### src/rtl/mips_pkg.sv
// Shared types and constants for the fetch slice.
// FSM state, word width and IF/ID bundle.
package mips_pkg;

  localparam int WORD_W      = 32;
  localparam int INSTR_BYTES = 4;

  typedef enum logic [1:0] {
    ST_BOOT,
    ST_RUN,
    ST_FAULT
  } fetch_state_t;

  typedef struct packed {
    logic              valid;
    logic [WORD_W-1:0] instr;
    logic [WORD_W-1:0] pc;
  } if_id_t;

endpackage

### src/rtl/instr_fetch_if.sv
// Instruction memory bus between fetch and imem.
// Read data is combinational from the address.
interface instr_fetch_if;
  import mips_pkg::*;

  logic [WORD_W-1:0] mem_addr;
  logic              mem_read;
  logic [WORD_W-1:0] mem_data;

  modport master (
    output mem_addr,
    output mem_read,
    input  mem_data
  );

  modport slave (
    input  mem_addr,
    input  mem_read,
    output mem_data
  );

endinterface

### src/rtl/fetch_ctrl.sv
// Fetch control FSM: BOOT -> RUN, sticky FAULT.
// Produces load, memory read strobe and flush/jump.
module fetch_ctrl
  import mips_pkg::*;
(
  input  logic       CLK,
  input  logic       RST_N,
  input  logic       redirect_valid,
  input  logic [1:0] redirect_lsb,
  input  logic       if_valid,
  input  logic       id_ready,
  output logic       load,
  output logic       mem_read,
  output logic       flush,
  output logic       jump,
  output logic       fault
);

  fetch_state_t state, state_nxt;

  // State register, synchronous active-low reset.
  always_ff @(posedge CLK) begin
    if (!RST_N) state <= ST_BOOT;
    else        state <= state_nxt;
  end

  // Next state and control outputs.
  always_comb begin
    state_nxt = state;
    load      = 1'b0;
    mem_read  = 1'b0;
    flush     = 1'b0;
    jump      = 1'b0;
    fault     = 1'b0;
    unique case (state)
      ST_BOOT: begin
        state_nxt = ST_RUN;
      end
      ST_RUN: begin
        load     = !if_valid || id_ready;
        mem_read = load && RST_N;
      end
      ST_FAULT: begin
        fault = 1'b1;
      end
      default: begin
        state_nxt = ST_BOOT;
      end
    endcase
    if (state != ST_FAULT && redirect_valid) begin
      flush = 1'b1;
      unique case (1'b1)
        (redirect_lsb == 2'b00): begin
          jump      = 1'b1;
          state_nxt = ST_RUN;
        end
        (redirect_lsb != 2'b00): begin
          state_nxt = ST_FAULT;
        end
        default: ;
      endcase
    end
  end

endmodule

### src/rtl/instr_fetch.sv
// Instruction fetch stage: pc, IF/ID register, counter.
// Redirect wins over load; load wins over stall.
module instr_fetch
  import mips_pkg::*;
#(
  parameter logic [WORD_W-1:0] RESET_PC = 32'h00000000
) (
  input  logic              CLK,
  input  logic              RST_N,
  instr_fetch_if.master     bus,
  input  logic              redirect_valid,
  input  logic [WORD_W-1:0] redirect_pc,
  input  logic              id_ready,
  output logic              if_valid,
  output logic [WORD_W-1:0] if_instr,
  output logic [WORD_W-1:0] if_pc,
  output logic [WORD_W-1:0] if_pc_plus4,
  output logic              fault,
  output logic [WORD_W-1:0] fetch_count
);

  logic [WORD_W-1:0] pc;
  logic [WORD_W-1:0] cnt;
  if_id_t            ifid;
  logic              load;
  logic              rd;
  logic              flush;
  logic              jump;

  fetch_ctrl u_ctrl (
    .CLK            (CLK),
    .RST_N          (RST_N),
    .redirect_valid (redirect_valid),
    .redirect_lsb   (redirect_pc[1:0]),
    .if_valid       (ifid.valid),
    .id_ready       (id_ready),
    .load           (load),
    .mem_read       (rd),
    .flush          (flush),
    .jump           (jump),
    .fault          (fault)
  );

  assign bus.mem_addr = pc;
  assign bus.mem_read = rd;

  assign if_valid    = ifid.valid;
  assign if_instr    = ifid.instr;
  assign if_pc       = ifid.pc;
  assign if_pc_plus4 = ifid.pc + WORD_W'(INSTR_BYTES);
  assign fetch_count = cnt;

  // pc, IF/ID register and fetch counter update.
  always_ff @(posedge CLK) begin
    if (!RST_N) begin
      pc   <= RESET_PC;
      ifid <= '0;
      cnt  <= '0;
    end else if (flush) begin
      ifid.valid <= 1'b0;
      if (jump) pc <= redirect_pc;
    end else if (load) begin
      ifid.valid <= 1'b1;
      ifid.instr <= bus.mem_data;
      ifid.pc    <= pc;
      pc         <= pc + WORD_W'(INSTR_BYTES);
      cnt        <= cnt + 32'd1;
    end
  end

endmodule

### src/flat_wrapper.sv
// flat-port wrapper written by rule: the top's interface ports become plain ports
module instr_fetch_flat import mips_pkg::*;
#(
  parameter logic [WORD_W-1:0] RESET_PC = 32'h00000000
)
  (CLK, RST_N, redirect_valid, redirect_pc, id_ready, if_valid, if_instr, if_pc, if_pc_plus4, fault, fetch_count, bus_mem_addr, bus_mem_read, bus_mem_data);
  instr_fetch_if bus_i ();
  input  logic CLK;
  input  logic RST_N;
  input  logic redirect_valid;
  input  logic [WORD_W-1:0] redirect_pc;
  input  logic id_ready;
  output logic if_valid;
  output logic [WORD_W-1:0] if_instr;
  output logic [WORD_W-1:0] if_pc;
  output logic [WORD_W-1:0] if_pc_plus4;
  output logic fault;
  output logic [WORD_W-1:0] fetch_count;
  output wire logic [$bits(bus_i.mem_addr)-1:0] bus_mem_addr;
  output wire logic [$bits(bus_i.mem_read)-1:0] bus_mem_read;
  input wire logic [$bits(bus_i.mem_data)-1:0] bus_mem_data;
  assign bus_mem_addr = bus_i.mem_addr;
  assign bus_mem_read = bus_i.mem_read;
  assign bus_i.mem_data = bus_mem_data;
  instr_fetch #(.RESET_PC(RESET_PC)) u_core (.CLK(CLK), .RST_N(RST_N), .bus(bus_i), .redirect_valid(redirect_valid), .redirect_pc(redirect_pc), .id_ready(id_ready), .if_valid(if_valid), .if_instr(if_instr), .if_pc(if_pc), .if_pc_plus4(if_pc_plus4), .fault(fault), .fetch_count(fetch_count));
endmodule
### config.mk
export PLATFORM = sky130hd
export DESIGN_NAME = instr_fetch_flat
export DESIGN_NICKNAME = d
export VERILOG_FILES = /design/src/rtl/mips_pkg.sv /design/src/rtl/instr_fetch_if.sv /design/src/rtl/fetch_ctrl.sv /design/src/rtl/instr_fetch.sv /design/src/flat_wrapper.sv
export SDC_FILE = /design/constraint.sdc
export NUM_CORES = 1
export LEC_CHECK = 0
export ABC_AREA = 1
export BUFFER_PORTS_ARGS = -buffer_cell sky130_fd_sc_hd__buf_2
export CAP_MARGIN = 20
export CORE_UTILIZATION = 53
export CTS_BUF_LIST = sky130_fd_sc_hd__clkbuf_8
export DETAILED_ROUTE_END_ITERATION = 12
export GPL_ROUTABILITY_DRIVEN = 0
export PLACE_DENSITY = 0.83
export RECOVER_POWER = 100
export SKIP_CTS_REPAIR_TIMING = 1
export SLEW_MARGIN = 15
export SYNTH_ARGS = -nofsm -noshare
export SYNTH_HDL_FRONTEND = slang
export SYNTH_HIERARCHICAL = 1
export SYNTH_SLANG_ARGS = --single-unit
### constraint.sdc
create_clock -name CLK -period 2.17 [get_ports CLK]
set_clock_uncertainty 0.15 [all_clocks]
set_input_delay 0.651 -clock CLK [delete_from_list [all_inputs] [get_ports CLK]]
set_output_delay 0.651 -clock CLK [all_outputs]
set_load 0.03 [all_outputs]
* Yosys cells after proc, flatten, opt, wreduce, memory -nomap -nowiden
Index checks and enable logic that the tools add are counted.
** Cells by class
- Add/subtract/negate cells :: 3
- Equal/unequal tests :: 4
- Multiplexer cells :: 12
- Bitwise operators :: 2
- Reduce and logical (&&, ||, !) cells :: 12
** Operator list (number)
- $mux W32 :: 3
- $add A32 B3 Y32 const B :: 2
- $add A32 B1 Y32 const B :: 1
- $pmux W2 S2 :: 2
- $mux W1 :: 6
- $logic_not A2 Y1 :: 2
- $ne A2 B2 Y1 const B :: 2
- $reduce_and A2 Y1 :: 2
- $reduce_bool A2 Y1 :: 2
- $reduce_or A2 Y1 :: 2
- $eq A2 B1 Y1 const B :: 1
- $eq A2 B2 Y1 const B :: 1
- $logic_and A1 B1 Y1 :: 2
- $mux W2 :: 1
- $not A1 Y1 :: 2
- $logic_not A1 Y1 :: 1
- $logic_or A1 B1 Y1 :: 1
** Word-level totals
- Register bits :: 131
- Bits of input ports :: 68
- Word-level logic and storage cells :: 39

* Logic depth before layout (Yosys ltp)
- Word-level depth :: 5
- Gate-level depth with buffers :: 13
- Depth with buffers taken out :: 13

* Cells and area by module
Netlist, hierarchy kept.
** By module, submodules not included
- instr_fetch :: instances 1, cells an instance 1064, area an instance 6851.6 um2, seq. area each 2582.5 um2
- fetch_ctrl :: instances 1, cells an instance 20, area an instance 132.6 um2, seq. area each 40.0 um2

* Worst setup path before layout
No wires, ideal clock.
- Kind :: reg-to-output
- Start :: register u_core.ifid (netlist bit u_core/if_pc[3])
- End :: output if_pc_plus4[22]
- Arrival :: 1959 ps
- Slack :: -590 ps
- Stages on the path, launching flop included :: 8
- Path buffers :: 0
- Cell sequence :: dfxtp_1 ha_1 nand2_1 nor2_2 nand2_1 nor3_1 nand2_1 xnor2_1
** On the way
- Word-level cells in the longest chain between the ends :: 1
** RTL lines
- from (decl) :: RTL line instr_fetch.sv:24 : if_id_t ifid;
- $add A32 B3 Y32 :: RTL line instr_fetch.sv:50 : assign if_pc_plus4 = ifid.pc + WORD_W'(INSTR_BYTES);
- to (decl) :: RTL line flat_wrapper.sv:16 : output logic [WORD_W-1:0] if_pc_plus4;
No other way between the ends.

* Worst setup path in the final report
- Start :: register u_core.ifid (netlist bit u_core/if_pc[8])
- End :: output if_pc_plus4[28]
The elaborated chain is that of the path after synthesis.

==> impl_results.md <==
- Routed len/inst: 17.7 um
- Sw Share: 32.6%
- Slew @ Worst Pin: 1.04 ns
- GRT Util Overall: 32.7%
- Cell Area, Synth: 6980 um2
- DP Wirelength: 16,700 um
- Yosys reg bits: 131
- Yosys warns: 6
- Top-count cell post-synth: nor2_1
- Crit path launch type: flop
- Final Non-Filler Cells: 1,594
- # placed instances: 1,550
- DRT Pass-1 Iters: 10
- Syn nets: between 1,000 and 1,500
- Total Routed Length: ~28,000 um
- Final Hold Violating Endpoints: 0
- DR iter-0 viols: 1,196
- Die H: between 100 and 150 um
- EDFF count, synth: 0
- Crit path kind: flop to primary output
- Clk sinks: 131
- Synth area leaders: dfxtp_1 38%, nor2_1 13%, nand2_1 13%
- Outcome: finished, violations left
- Post-synth top area share: 37.5%
- Total number of vias: 9,115
- Setup slack, reg-to-reg: -0.23 ns
- DP Area: 9490 um2
- Max layer used: met5
- Maxcap violations: 0
- Cell Pwr Density: around 580 nW/um2
- HP Class: input port to flop
- Cells after synthesis: around 1,100
- CTS Buf Count: 17
- Slew Viols, Final: 0
- Vias per cell: approximately 5.7
- Initial antenna violation count: 3
- Synth-to-Final Area Change: 48.6%
- NetSw: 1.95 mW
- Final worst path period need: approximately 3.4 ns
- Port Buffers: 230
- Cell internal pwr: 4.03 mW
- Crit Path Max Fanout: 4
- DRT antenna net count: 0
- Clk_lat worst skew: 0.46 ns
- Initial core utilization: between 50% and 60%
- Metal3 WL: 3460 um
- Vias in the first global route: about 7,500
- Worst EP required: 1.37 ns
- Failing checks: setup timing
- Layout cells sized above 1: 30.8%
- Top Ports: 231
- Clock slew seen by the registers of the worst setup and hold paths: 0.08 ns
- Crit path capture type: primary output
- Drc violations: 0
- Combinational share of power: 20.2%
- Final setup vio count: 70
- Grt total ovfl: 0
- Dominant synthesized flop cell: dfxtp_1
- Core area: 12,700 um2
- First-pass GRT wire length: 34,800 um
- FP Rows: just over 40
- Yosys top cell by area: dfxtp_1
- Htree depth: 4
- Largest net degree at the start of global routing: 94
- Post-route clock period utilization: 156%
- Arrival time of the worst setup path: 2.59 ns
- Clock Tree Buf Depth: 2
- Filler instances: between 800 and 900
- Max IR drop VDD: 516 uV
- Fin area: 10,400 um2
- Final nets: 1,479
- Clock power share: 35.6%
- Leakage: roughly 4.6 nW
- Die Wd: 117 um
- Distinct cells, synth: 36
- Most frequent cells after synthesis: 246 x nor2_1, 240 x nand2_1, 131 x dfxtp_1, 87 x o21ai_0, 84 x inv_1
- Final setup margin: -1.22 ns
- Met2 wire len: 12,800 um
- Share of synthesized registers carrying an async set or reset: 0%
- Setup repair after global routing missed its margin: yes
- Syn avg cell area: 6.44 um2
- Flop pwr share: 44.1%
- CTS tree: built
- Max Clock Freq: between 200 and 300 MHz
- Slew HR: about 30%
- Sequential area share after synthesis: approximately 38%
- Die area: around 14,000 um2
- Metal-1 WL: 9960 um
- CTS Root Cell: clkbuf_8
worst max-delay path, stage by stage, from the launching register on:
cell	delay, ns
dfxtp_4	0.39
nand2_1	0.10
nor2_1	0.82
nand3_2	0.31
xor2_4	0.34
buf_6	0.17
power by group through the flow:
| stage | Clock (mW) | Sequential (mW) | Combinational, mW |
|---|---|---|---|
| after global routing | 2.25 | 2.65 | 1.28 |
| after global placement | 0 | 2.67 | 1.09 |
| final | 2.13 | 2.64 | 1.21 |
| after CTS | 2.14 | 2.62 | 1.11 |
| after floorplan | 0 | 2.89 | 0.456 |
| after detailed placement | 0 | 2.67 | 1.11 |
registers in the layout, summed over array words and instances (netlist names):
name / count
u_core/if_pc: 32
u_core/bus.mem_addr: 32
u_core/u_ctrl/state: 2
u_core/if_valid: 1
u_core/fetch_count: 32
u_core/if_instr: 32
final cells by class:
class                   count  area [um2]  share of cell area (%)
clock buffers              19         262                    2.52
diodes                      1        2.50                  0.0241
well taps                 172         215                    2.07
repair buffers            348        2200                    21.2
flip-flops and latches    131        2720                    26.2
clock inverters            13         149                    1.43
inverters                  87         332                    3.20
multi-input cells         823        4500                    43.3
worst paths after layout:
check,from,endpoint,depth (start not counted)
setup reg to reg,u_core/u_ctrl/state[1],u_core/if_pc[23],10
hold / removal,bus_mem_data[2],u_core/if_instr[2],3
setup / recovery,u_core/if_pc[8],if_pc_plus4[28],5
hold reg to reg,u_core/bus.mem_addr[1],u_core/bus.mem_addr[1],2
stage by stage:
| stage | util, % | TNS (ns) | setup WS [ns] | power, mW | hold slack (ns) |
|---|---|---|---|---|---|
| 2_1_floorplan | - | -1.05 | -0.114 | 3.34 | 0.344 |
| 3_3_place_gp | 74.6 | -2.76 | -0.165 | 3.76 | 0.336 |
| 3_5_place_dp | 74.6 | -5.15 | -0.211 | 3.78 | 0.343 |
| 4_1_cts | 77.8 | -13.77 | -0.698 | 5.88 | 0.248 |
| 5_1_grt | 81.6 | -32.19 | -1.21 | 6.18 | 0.261 |
| 6_report | 81.6 | -17.99 | -1.22 | 5.98 | 0.260 |
cells by family (layout without fill, tap and decap cells):
family / after synthesis / count (layout) / synth area share, %
other: 0 / 1 / 0
buffers and inverters: 130 / 467 / 7.27
and+or+nand+nor: 615 / 615 / 37.6
xor gates and xnor gates: 32 / 32 / 4.01
DFF: 131 / 131 / 37.5
AOI/OAI and AO/OA: 173 / 173 / 13.0
adders and majority gates: 3 / 3 / 0.537
routing by layer:
layer / track usage [%] / up-vias
met2: 55.2 / 655
li1: - / 4130
met5: 0 / -
met4: 13.7 / 4
met3: 7.67 / 195
met1: 40.1 / 4131
cells in the final DEF (no fill, tap or decap), types with 4 or more instances in the layout:
master,Yosys,routed
o22ai_1,4,4
nor3_2,2,5
clkinv_4,0,4
dfxtp_2,0,4
nand2_4,0,13
nor2_1,246,230
xnor2_2,0,6
nand3b_1,6,6
xor2_2,0,10
clkbuf_8,0,19
nor3_1,18,9
dfxtp_4,0,24
buf_2,10,110
buf_12,0,6
buf_4,2,97
nor3_4,0,6
nand2_2,2,11
nor2_4,6,14
nand3_2,3,7
a211oi_1,7,7
nor2_2,7,15
clkbuf_4,0,4
dfxtp_1,131,103
inv_6,0,4
nand2_1,240,218
a21oi_1,66,65
inv_2,3,8
nand4_1,14,14
xor2_1,21,8
buf_6,0,36
clkbuf_1,28,93
nand3_1,52,45
or2_2,8,8
nand3_4,2,5
o21ai_0,87,86
inv_1,84,77
Note: power is estimated with default switching activity, not from simulation.
